$ cat src/rtl/fp_addsub_seq.sv
// fp_addsub_seq: multi-cycle FP32 add/subtract sequencer built around an
// external shared 24-bit mantissa add/sub datapath.
//
// Flow: IDLE (unpack, swap so |A|>=|B|) -> ALIGN (shift B right) -> ADD
// (one datapath operation) -> NORM (serial normalise) -> DONE (hold result).
//
// Handshake: a transfer happens on a rising edge where valid and ready are
// both high. in_ready is high only in IDLE. out_valid stays high, with
// out_res and the flags stable, until out_ready is seen.
//
// Build option: define FPU_ALIGN_BARREL_EN to do the whole alignment shift
// in a single ALIGN cycle. The default is a serial 1-bit-per-cycle shift.
// Results are identical either way; only the latency changes.
//
// Number handling: exponent 0 is treated as zero, exponent 255 is not
// special-cased, rounding is truncation, and a zero result is always +0.

module fp_addsub_seq #(
    parameter int ALIGN_CLAMP = 26
) (
    input  logic        clk,
    input  logic        rst,
    input  logic        in_valid,
    output logic        in_ready,
    input  logic        op,
    input  logic [31:0] in_a,
    input  logic [31:0] in_b,
    output logic [23:0] dp_i0,
    output logic [23:0] dp_i1,
    output logic        dp_cin,
    input  logic [23:0] dp_sum,
    input  logic        dp_cout,
    output logic        out_valid,
    input  logic        out_ready,
    output logic [31:0] out_res,
    output logic        out_ovf,
    output logic        out_unf,
    output logic        busy
);

    localparam logic [7:0] CLAMP = 8'(ALIGN_CLAMP);

    typedef enum logic [2:0] {
        IDLE  = 3'd0,
        ALIGN = 3'd1,
        ADD   = 3'd2,
        NORM  = 3'd3,
        DONE  = 3'd4
    } state_t;

    state_t      state;
    logic        sign_r;
    logic        eff_sub_r;
    logic [7:0]  exp_r;
    logic [23:0] ma_r;
    logic [23:0] mb_r;
    logic [7:0]  d_r;
    logic [23:0] m_r;
    logic        carry_r;

    // Operand unpack: a zero exponent flushes the mantissa to zero.
    logic [7:0]  ea_in;
    logic [7:0]  eb_in;
    logic [23:0] ma_in;
    logic [23:0] mb_in;
    logic        b_bigger;
    logic [7:0]  diff;
    logic [7:0]  d_in;

    assign ea_in    = in_a[30:23];
    assign eb_in    = in_b[30:23];
    assign ma_in    = (ea_in == 8'd0) ? 24'd0 : {1'b1, in_a[22:0]};
    assign mb_in    = (eb_in == 8'd0) ? 24'd0 : {1'b1, in_b[22:0]};
    assign b_bigger = (eb_in > ea_in) || ((eb_in == ea_in) && (mb_in > ma_in));
    assign diff     = b_bigger ? (eb_in - ea_in) : (ea_in - eb_in);
    assign d_in     = (diff >= CLAMP) ? CLAMP : diff;

    // Normalisation helpers: candidate values for one left or right step.
    logic [23:0] m_shl;
    logic [7:0]  e_dec;
    logic [8:0]  e_inc;

    assign m_shl = {m_r[22:0], 1'b0};
    assign e_dec = exp_r - 8'd1;
    assign e_inc = {1'b0, exp_r} + 9'd1;

    // The shared datapath only sees operands during ADD; elsewhere it is fed zeros.
    assign dp_i0  = (state == ADD) ? ma_r : 24'd0;
    assign dp_i1  = (state == ADD) ? mb_r : 24'd0;
    assign dp_cin = (state == ADD) ? eff_sub_r : 1'b0;

    // Sequencer: state, operand registers and registered handshake/result outputs.
    always_ff @(posedge clk) begin
        if (rst) begin
            state     <= IDLE;
            sign_r    <= 1'b0;
            eff_sub_r <= 1'b0;
            exp_r     <= 8'd0;
            ma_r      <= 24'd0;
            mb_r      <= 24'd0;
            d_r       <= 8'd0;
            m_r       <= 24'd0;
            carry_r   <= 1'b0;
            in_ready  <= 1'b1;
            out_valid <= 1'b0;
            out_res   <= 32'd0;
            out_ovf   <= 1'b0;
            out_unf   <= 1'b0;
            busy      <= 1'b0;
        end else begin
            case (state)
                IDLE: begin
                    if (in_valid && in_ready) begin
                        // After the swap A is the larger magnitude; when B becomes
                        // A its effective sign is its own sign flipped by op.
                        sign_r    <= b_bigger ? (in_b[31] ^ op) : in_a[31];
                        eff_sub_r <= in_a[31] ^ in_b[31] ^ op;
                        exp_r     <= b_bigger ? eb_in : ea_in;
                        ma_r      <= b_bigger ? mb_in : ma_in;
                        mb_r      <= b_bigger ? ma_in : mb_in;
                        d_r       <= d_in;
                        in_ready  <= 1'b0;
                        busy      <= 1'b1;
                        state     <= ALIGN;
                    end
                end

                ALIGN: begin
`ifdef FPU_ALIGN_BARREL_EN
                    mb_r  <= mb_r >> d_r;
                    d_r   <= 8'd0;
                    state <= ADD;
`else
                    if (d_r == 8'd0) begin
                        state <= ADD;
                    end else begin
                        mb_r <= mb_r >> 1;
                        d_r  <= d_r - 8'd1;
                        if (d_r == 8'd1) begin
                            state <= ADD;
                        end
                    end
`endif
                end

                ADD: begin
                    // |A|>=|B| means subtraction never borrows, so carry only matters on add.
                    m_r     <= dp_sum;
                    carry_r <= dp_cout & ~eff_sub_r;
                    state   <= NORM;
                end

                NORM: begin
                    if (carry_r) begin
                        state     <= DONE;
                        out_valid <= 1'b1;
                        if (e_inc >= 9'd255) begin
                            out_res <= {sign_r, 8'hFF, 23'd0};
                            out_ovf <= 1'b1;
                            out_unf <= 1'b0;
                        end else begin
                            out_res <= {sign_r, e_inc[7:0], m_r[23:1]};
                            out_ovf <= 1'b0;
                            out_unf <= 1'b0;
                        end
                    end else if (m_r == 24'd0) begin
                        state     <= DONE;
                        out_valid <= 1'b1;
                        out_res   <= 32'd0;
                        out_ovf   <= 1'b0;
                        out_unf   <= 1'b0;
                    end else if (m_r[23]) begin
                        state     <= DONE;
                        out_valid <= 1'b1;
                        out_res   <= {sign_r, exp_r, m_r[22:0]};
                        out_ovf   <= 1'b0;
                        out_unf   <= 1'b0;
                    end else if (e_dec == 8'd0) begin
                        // Exponent ran out before the leading one arrived: flush to +0.
                        state     <= DONE;
                        out_valid <= 1'b1;
                        out_res   <= 32'd0;
                        out_ovf   <= 1'b0;
                        out_unf   <= 1'b1;
                    end else if (m_shl[23]) begin
                        // This shift lands the leading one; finish in the same cycle.
                        state     <= DONE;
                        out_valid <= 1'b1;
                        out_res   <= {sign_r, e_dec, m_shl[22:0]};
                        out_ovf   <= 1'b0;
                        out_unf   <= 1'b0;
                    end else begin
                        m_r   <= m_shl;
                        exp_r <= e_dec;
                    end
                end

                DONE: begin
                    if (out_ready) begin
                        out_valid <= 1'b0;
                        in_ready  <= 1'b1;
                        busy      <= 1'b0;
                        state     <= IDLE;
                    end
                end

                default: begin
                    state     <= IDLE;
                    in_ready  <= 1'b1;
                    out_valid <= 1'b0;
                    busy      <= 1'b0;
                end
            endcase
        end
    end

endmodule

$ cat config.mk
export PLATFORM = sky130hd
export DESIGN_NAME = fp_addsub_seq
export DESIGN_NICKNAME = d
export VERILOG_FILES = /design/src/rtl/fp_addsub_seq.sv
export SDC_FILE = /design/constraint.sdc
export NUM_CORES = 1
export LEC_CHECK = 0
export ABC_AREA = 1
export CORE_MARGIN = 2
export CORE_UTILIZATION = 25
export CTS_CLUSTER_DIAMETER = 150
export DETAILED_ROUTE_END_ITERATION = 10
export PLACE_DENSITY = 0.48
export SYNTH_ARGS = -nofsm -noshare
export SYNTH_HDL_FRONTEND = slang
export SYNTH_SLANG_ARGS = --single-unit
$ cat constraint.sdc
create_clock -name clk -period 2.9 [get_ports clk]
set_input_delay 0.58 -clock clk [delete_from_list [all_inputs] [get_ports clk]]
set_output_delay 0.58 -clock clk [all_outputs]
set_load 0.01 [all_outputs]
# ---- After elaboration in Yosys (flattened, before gate mapping)
# Cells that the tools add are included.
dict set report classes {
  muxes 68
  n_bitwise 7
  magnitude_cmp 4
  n_eq_ne 16
  add_sub_neg 5
  n_reduce_logical 25
}
# operator n
set ops {}
lappend ops {{$mux 24} 11}
lappend ops {{$mux 32} 5}
lappend ops {{$pmux 24 s2} 2}
lappend ops {{$mux 8} 11}
lappend ops {{$mux 23} 2}
lappend ops {{$logic_not 8->1} 4}
lappend ops {{$pmux 8 s2} 2}
lappend ops {{$mux 31} 1}
lappend ops {{$mux 3} 9}
lappend ops {{$gt 24x24->1} 1}
lappend ops {{$logic_not 24->1} 1}
lappend ops {{$mux 1} 21}
lappend ops {{$ne 2x2->1 const B} 8}
lappend ops {{$sub 8x1->8 const B} 2}
lappend ops {{$sub 8x8->8} 2}
lappend ops {{$pmux 3 s5} 1}
lappend ops {{$reduce_and 3->1} 4}
lappend ops {{$add 8x1->9 const B} 1}
lappend ops {{$ge 9x8->1 const B} 1}
lappend ops {{$pmux 1 s3} 3}
lappend ops {{$eq 8x1->1 const B} 1}
lappend ops {{$eq 8x8->1} 1}
lappend ops {{$ge 8x5->1 const B} 1}
lappend ops {{$gt 8x8->1} 1}
lappend ops {{19 further kinds} 29}
dict set report totals {
  out_inout_bits 86
  wordCells 142
  in_bits 94
  register_bits 131
}

# ---- Depth between registers and ports, before layout
# Gate-level depths: netlist of the first run.
dict set report depth {
  word_depth 10
  ltp_mapped 26
  ltp_nobuf 24
}

# ---- Least setup slack after synthesis of the first run
# No wires, ideal clock.
dict set report synth_path {
  kind {input port to flip-flop}
  startpoint {input port in_b[24]}
  endpoint {register d_r[1]}
  path_buffers 2
  cell_stages 23
  setup_slack_ps -212
  arrival_time_ps 2972
  cell_sequence {inv_1 nand4_1 nor2_1 inv_1 clkbuf_1 nand2_1 inv_1 ha_1 nand2_1 inv_1 nand2_1 nand2_1 a21oi_1 nand3_1 nand2_2 nand2_2 buf_6 nand3_1 nand2_1 nor2_1 nand3_1 nand2_1 a21oi_1}
}
dict set report synth_via {
  elab_chain_len 10
  word_cells_on_any_way 14
  classes_between {add/sub: 2; order compare: 3; eq/ne: 1; mux: 5; reduce/logical: 3}
}
# element line
set synth_rtl {}
lappend synth_rtl {{start, declared} 27} ;# input logic [31:0] in_b,
lappend synth_rtl {{$logic_not 8->1} 73} ;# assign mb_in = (eb_in == 8'd0) ? 24'd0 : {1'b1, in_b[22:0]};
lappend synth_rtl {{$mux 24} 73}
lappend synth_rtl {{$gt 24x24->1} 74} ;# assign b_bigger = (eb_in > ea_in) || ((eb_in == ea_in) && (mb_in > ma_in));
lappend synth_rtl {{$logic_and 1x1->1} 74}
lappend synth_rtl {{$logic_or 1x1->1} 74}
lappend synth_rtl {{$mux 8 (*)} 75} ;# assign diff = b_bigger ? (eb_in - ea_in) : (ea_in - eb_in);
lappend synth_rtl {{$ge 8x5->1} 76} ;# assign d_in = (diff >= CLAMP) ? CLAMP : diff;
lappend synth_rtl {{$mux 8 (*)} 76}
lappend synth_rtl {{$mux 8 (*)} 113} ;# if (in_valid && in_ready) begin
lappend synth_rtl {{$pmux 8 s2 (*)} 111} ;# case (state)
lappend synth_rtl {{end signal, assigned} 121} ;# d_r <= d_in;
lappend synth_rtl {{end signal, assigned} 138} ;# d_r <= d_r - 8'd1;
lappend synth_rtl {{end, declared} 57} ;# logic [7:0] d_r;
# Mark *: on every way between the ends. The rest lies on a longest branch, timed or not. The select of a mux whose other input is x is not followed.
# A chain may end at the register's enable or synchronous reset.

# ---- Final worst setup path of the first run
dict set report layout_path {
  startpoint {input port in_b[30]}
  endpoint {register ma_r[6]}
}
dict set report layout_via {
  elab_chain_len 6
  word_cells_on_any_way 8
  classes_between {order compare: 2; eq/ne: 1; mux: 2; reduce/logical: 3}
}
# element line
set layout_rtl {}
lappend layout_rtl {{$logic_not 8->1} 73}
lappend layout_rtl {{$mux 24} 73}
lappend layout_rtl {{$gt 24x24->1} 74}
lappend layout_rtl {{$logic_and 1x1->1} 74}
lappend layout_rtl {{$logic_or 1x1->1} 74}
lappend layout_rtl {{$mux 24 (*)} 119} ;# ma_r <= b_bigger ? mb_in : ma_in;
lappend layout_rtl {{end signal, assigned} 119}
lappend layout_rtl {{end, declared} 55} ;# logic [23:0] ma_r;
# Mark *: on every way between the ends. The rest lies on a longest branch, timed or not.

==> results of run 1 <==
## final timing paths
check	cells after the start	slack [ns]	to	start
worst max-delay path	22	0.06	ma_r[6]	in_b[30]
worst max register to register	13	0.37	d_r[4]	state[2]
worst min-delay path	2	0.47	out_res[30]	out_res[30]
worst min register to register	2	0.47	out_res[30]	out_res[30]
## tightest hold or removal path: stages, from the launching register on
cell and delay (ns):
dfxtp_1 0.31, nand2_1 0.06, a21oi_1 0.06
## synthesized netlist by cell type, drive strengths merged, types with 21 or more instances
cell | count | area, um^2
o21ai | 76 | 380
ha | 46 | 576
dfxtp | 131 | 2620
buf | 38 | 244
inv | 201 | 754
nand2 | 274 | 1050
o32ai | 24 | 210
o211ai | 31 | 233
a211oi | 21 | 248
clkbuf | 41 | 154
nand3 | 54 | 280
nor2 | 190 | 726
o31ai | 22 | 165
a21oi | 157 | 790
## final cells by class
cell class | instances | area, um^2 | share of cell area, %
Multi-Input combinational cell | 979 | 5960 | 42.4
Timing Repair Buffer | 369 | 3550 | 25.3
Sequential cell | 131 | 2620 | 18.6
Inverter | 203 | 792 | 5.63
Tap cell | 461 | 577 | 4.10
Clock buffer | 18 | 429 | 3.05
Clock inverter | 14 | 128 | 0.907
Timing Repair inverter | 1 | 6.26 | 0.0445
## cell families after synthesis
logic type      share of synthesized area [%]
flops                                    28.9
fa+ha+maj                                6.77
compound gates                           24.1
simple gates                             25.4
xor+xnor                                 2.12
buf+inv                                  12.8
## layout by cell type (no fill, tap or decap), types with 16 or more instances in the layout
master and n:
buf_4 158, o32ai_1 21, o211ai_1 31, nand2_1 226, a211oi_2 18, dfxtp_1 131, ha_4 16, clkdlybuf4s50_1 143
xor2_1 17, nand4_1 18, nand3_1 47, ha_1 29, nor2_1 165, o31ai_1 22, a21oi_1 148, inv_1 169
clkbuf_16 19, nand2_2 30, o21ai_0 73, buf_6 21, dlymetal6s2s_1 19, inv_2 26
## sequential cells by signal, summed over array words and instances, names as in the netlist
| register | flops |
|---|---|
| out_valid | 1 |
| m_r | 24 |
| ma_r | 24 |
| busy | 1 |
| mb_r | 24 |
| d_r | 8 |
| exp_r | 8 |
| out_ovf | 1 |
| eff_sub_r | 1 |
| sign_r | 1 |
| out_res | 32 |
| carry_r | 1 |
| state | 3 |
| out_unf | 1 |
| in_ready | 1 |
## routing by layer
metal | global-route usage, % | up-vias | wire [um]
met4 | 5.90 | 0 | 734
met1 | 25.2 | 4736 | 17300
met5 | 0 | - | 0
li1 | - | 5227 | -
met3 | 2.76 | 37 | 1420
met2 | 28.6 | 229 | 15400
## what timing repair did
| action | 4_1_cts | 5_1_grt |
|---|---|---|
| gates resized for setup | 101 | 182 |
| buffers inserted | 14 | 13 |
| setup endpoints to repair | 104 | 99 |
| pin swaps | 39 | 60 |
| cloned | 7 | 2 |
## per-stage QoR
| step | total power, W | area, um^2 | TNS (ns) | setup slack (ns) | hold slack, ns |
|---|---|---|---|---|---|
| floorplan | 0.00673 | 9110 | 0 | 0.00460 | 0.444 |
| global placement | 0.00879 | 12300 | -41.88 | -0.768 | 0.458 |
| detailed placement | 0.00879 | 12300 | -42.59 | -0.780 | 0.462 |
| CTS | 0.0111 | 13500 | -0.784 | -0.0728 | 0.473 |
| global route | 0.0121 | 14100 | -0.640 | -0.0937 | 0.495 |
| finish | 0.0112 | 14100 | 0 | 0.0634 | 0.470 |
## power by group
group,switching [W],internal (W),leakage (nW)
logic,0.00382,0.00236,5.01
clock network,0.000927,0.00119,0.264
registers,0.000463,0.00243,1.07
==> impl_metrics.yaml, run 1 <==
status:
  outcome: "finished, final reports clean"
global_routing:
  grt_max_degree: 55
  grt_use_total_pct: 18.1
  grt_antenna_before_repair: 0
  grt_overflow: 0
  grt_pass1_wl_mm: 54.5
  grt_pass1_vias: 10145
clock_network:
  clock_sinks: 131
  holdBufCountCts: 0
  root_buffer: "clkbuf_16"
  cts_tree: "done"
  ctsLongestPathBuffers: 2
  insertion_delay_ns: 0.44
  htreeDepth: 4
  clk_pin_slew_ns: 0.06
  cts_made_buffers: 17
sta:
  finClkSkew_ns: 0.00996
  hold_viol: 0
  max_slew.worst_pin.slew_ns: 1.01
  fmaxAchievable_mhz: 353
  setup_viol: 0
  rsz0062_at_grt: "true"
  post-route-min-period_ns: 2.84
  relSlewSlack_pct: 32.9
  slew_violations: 0
  period_share_pct: 97.8
floorplanning:
  ios: 180
  core-area_um2: 35700
  start_util_pct: 25.5
  die_x_um: 195
  die_y_um: 195
  dieArea_um2: 37900
  fp-row-count: 69
final_layout:
  diodes: 0
  final_nets: 1844
  area_growth_pct: 54.8
  drive_above_1_share_pct: 23.8
  nFillCells: 3798
  finalNonFillerCells: 2176
  final_core_util_pct: 39.5
worst_setup_path:
  cp_max_fo: 6
  critPathBufInv: 8
  crit_type: "in -> reg"
  crit_path_start_kind: "input pin"
  cp_slowest_stage_delay_ns: 0.26
  cp-end-kind: "flip-flop"
  cp_slowest_cell: "ha_4"
  path_cells: "buf_6 > inv_2 > nand4_1 > nor2_4 > buf_12 > buf_12 > nor2_4 > ha_4 > nand2_2 > nor2_2 > nand4_1 > nor2_4 > nand2_2 > nand3_2 > nand2_4 > nand2_8 > buf_6 > clkinv_8 > buf_6 > buf_12 > nor2_1 > o32ai_1"
  required_ns: 3.21
  critPathTopFamily: "simple AND/OR/NAND/NOR gates"
  cp.arrival_ns: 3.14
logic_synthesis:
  synth_fp_nets: 1533
  synth_cells: 1391
  yosys_warnings: 0
  synth_edf_count: 0
  netlist_area_um2: 9090
  synthArstFlopShare_pct: 0
  syn_avg_cell_area_um2: 6.53
  synth-main-ff-cell: "dfxtp_1"
  ys_ff_latch: 131
  synth.distinct_cells: 45
  yosysSeqAreaShare_pct: 28.9
drt:
  ant_nets: 0
  viasPerCell: 4.70
  drt_iter0_markers: 632
  remaining_drc_errors: 0
  wl_per_cell_um: 16.0
  first_pass_iters: 5
  drt-total-wl_mm: 34.8
  vias: 10229
placed_design:
  io_buffers: 179
  hpwl_mm: 25.1
  placed_cells: 2109
  gp_congestion: 0.902
worst_hold_path:
  min_path_type: "reg -> reg"
pwr:
  ir_drop_v: 0.000811
  p_per_area_nw_per_um2: 795
  leakagePower_nw: 6.35
job:
  maxCapViolations: 0
No activity file was read; power rests on OpenSTA's default activity.
==> run 2: changes to the inputs <==
CORE_MARGIN = 4   (was 2)
==> impl_metrics.yaml, run 2 (synthesized netlist as in run 1, its figures left out) <==
status:
  outcome: "finished, final reports clean"
drt:
  ant_nets: 0
  drt-total-wl_mm: 35.9
  first_pass_iters: 5
  viasPerCell: 4.73
  vias: 10458
  drt_iter0_markers: 584
  wl_per_cell_um: 16.2
  remaining_drc_errors: 0
global_routing:
  grt_max_degree: 55
  globalRoute.busiestLayer: "met2"
  grt_overflow: 0
  grt_use_total_pct: 17.5
  use_met3_pct: 2.74
  use_met1_pct: 25.3
  grt_pass1_vias: 10118
  grt_pass1_wl_mm: 55.6
  grt_antenna_before_repair: 0
  grt_use_met2_pct: 27.5
sta:
  fmaxAchievable_mhz: 349
  whs_ns: 0.469
  hold_viol: 0
  max_slew.worst_pin.slew_ns: 0.988
  slew_violations: 0
  finClkSkew_ns: 0.0133
  relSlewSlack_pct: 34.0
  post-route-min-period_ns: 2.87
  setup_viol: 0
  period_share_pct: 98.8
  rsz0062_at_grt: "true"
final_layout:
  layout_common_cells: "nand2_1, buf_4, inv_1, nor2_1, clkdlybuf4s50_1"
  final_nets: 1881
  drive_above_1_share_pct: 25.2
  area_growth_pct: 57.8
  diodes: 0
  final_core_util_pct: 40.1
  layout_commonest_cell: "nand2_1"
  top_register: "out_res"
  largest_register_ffs: 32
clock_network:
  clk_pin_slew_ns: 0.07
  clock_sinks: 131
  cts_tree: "done"
  cts_made_buffers: 17
  htreeDepth: 4
  ctsLongestPathBuffers: 2
  insertion_delay_ns: 0.43
  root_buffer: "clkbuf_16"
worst_setup_path:
  cp_max_fo: 7
  required_ns: 3.21
  cp.arrival_ns: 3.18
  cp-end-kind: "flip-flop"
  crit_path_start_kind: "input pin"
  crit_type: "in -> reg"
placed_design:
  hpwl_mm: 25.3
  gp_congestion: 0.914
  io_buffers: 179
pwr:
  p_sw_share_pct: 45.1
  ir_drop_v: 0.000500
  comb_power_share_pct: 54.0
  p_sw_w: 0.00519
  power_w: 0.0115
  clkPwrFrac_pct: 20.9
  p_int_w: 0.00632
  p_per_area_nw_per_um2: 802
  pwr-share-seq_pct: 25.2
  leakagePower_nw: 6.30
floorplanning:
  dieArea_um2: 39500
  ios: 180
  die_y_um: 199
  start_util_pct: 25.4
  core-area_um2: 35700
  fp-row-count: 69
  die_x_um: 199
job:
  maxCapViolations: 0
worst_hold_path:
  min_path_type: "reg -> reg"
==> run 2: cell type report <==
class | instances | area (um^2)
flip-flops and latches | 131 | 2620
repair buffers | 406 | 3770
inverters | 203 | 805
multi-input cells | 979 | 5920
clock inverters | 12 | 176
fillers | 3733 | 21400
repair inverters | 1 | 6.26
clock buffers | 20 | 467
well taps | 461 | 577
==> run 2: critical path: stages <==
cell and delay (ns):
buf_6 0.10, inv_2 0.04, nand4_1 0.16, nor2_2 0.22, inv_4 0.09, buf_12 0.14, buf_16 0.14, nand2_2 0.09
ha_1 0.23, nand2_1 0.08, nor2_2 0.05, buf_4 0.13, a21oi_4 0.12, nand3_2 0.09, nand2_4 0.14, nand2_8 0.09
buf_12 0.16, buf_12 0.14, o211ai_1 0.28, a21oi_1 0.10
==> run 2: worst paths after layout <==
path	start	endpoint	slack, ns	cells past startpoint
worst min register to register	out_ovf	out_ovf	0.47	2
worst max register to register	exp_r[0]	out_res[3]	0.43	13
worst max-delay path	in_a[28]	mb_r[12]	0.03	20
worst min-delay path	out_ovf	out_ovf	0.47	2
==> run 2: repair_timing <==
action,in CTS,in global routing
endpoints found under the setup margin,67,108
resized for setup,116,132
cloned,6,2
setup buffers,63,9
pin swaps,42,63
hold buffers,0,0
==> run 2: metrics by stage <==
| stage | setup TNS (ns) | instances | worst slack [ns] | cell area (um^2) |
|---|---|---|---|---|
| floorplan | 0 | 1391 | 0.00460 | 9110 |
| global placement | -40.22 | 2101 | -0.758 | 12300 |
| detailed placement | -46.09 | 2101 | -0.856 | 12300 |
| CTS | 0 | 2202 | 0.000215 | 13800 |
| global route | -1.17 | 2213 | -0.0993 | 14300 |
| finish | 0 | 2213 | 0.0343 | 14300 |
==> run 2: power by group through the flow <==
stage	combinational [W]	sequential (W)	clock, W
4_1_cts	0.00594	0.00289	0.00245
2_1_floorplan	0.00394	0.00279	0
5_1_grt	0.00690	0.00298	0.00252
3_5_place_dp	0.00579	0.00292	0
3_3_place_gp	0.00577	0.00292	0
6_report	0.00621	0.00290	0.00240
==> run 2: layer usage <==
| layer | share of wire, % | routed length, um |
|---|---|---|
| met4 | 1.4 | 514 |
| met1 | 49 | 17500 |
| met3 | 4.4 | 1570 |
| met5 | 0 | 0 |
| met2 | 46 | 16300 |
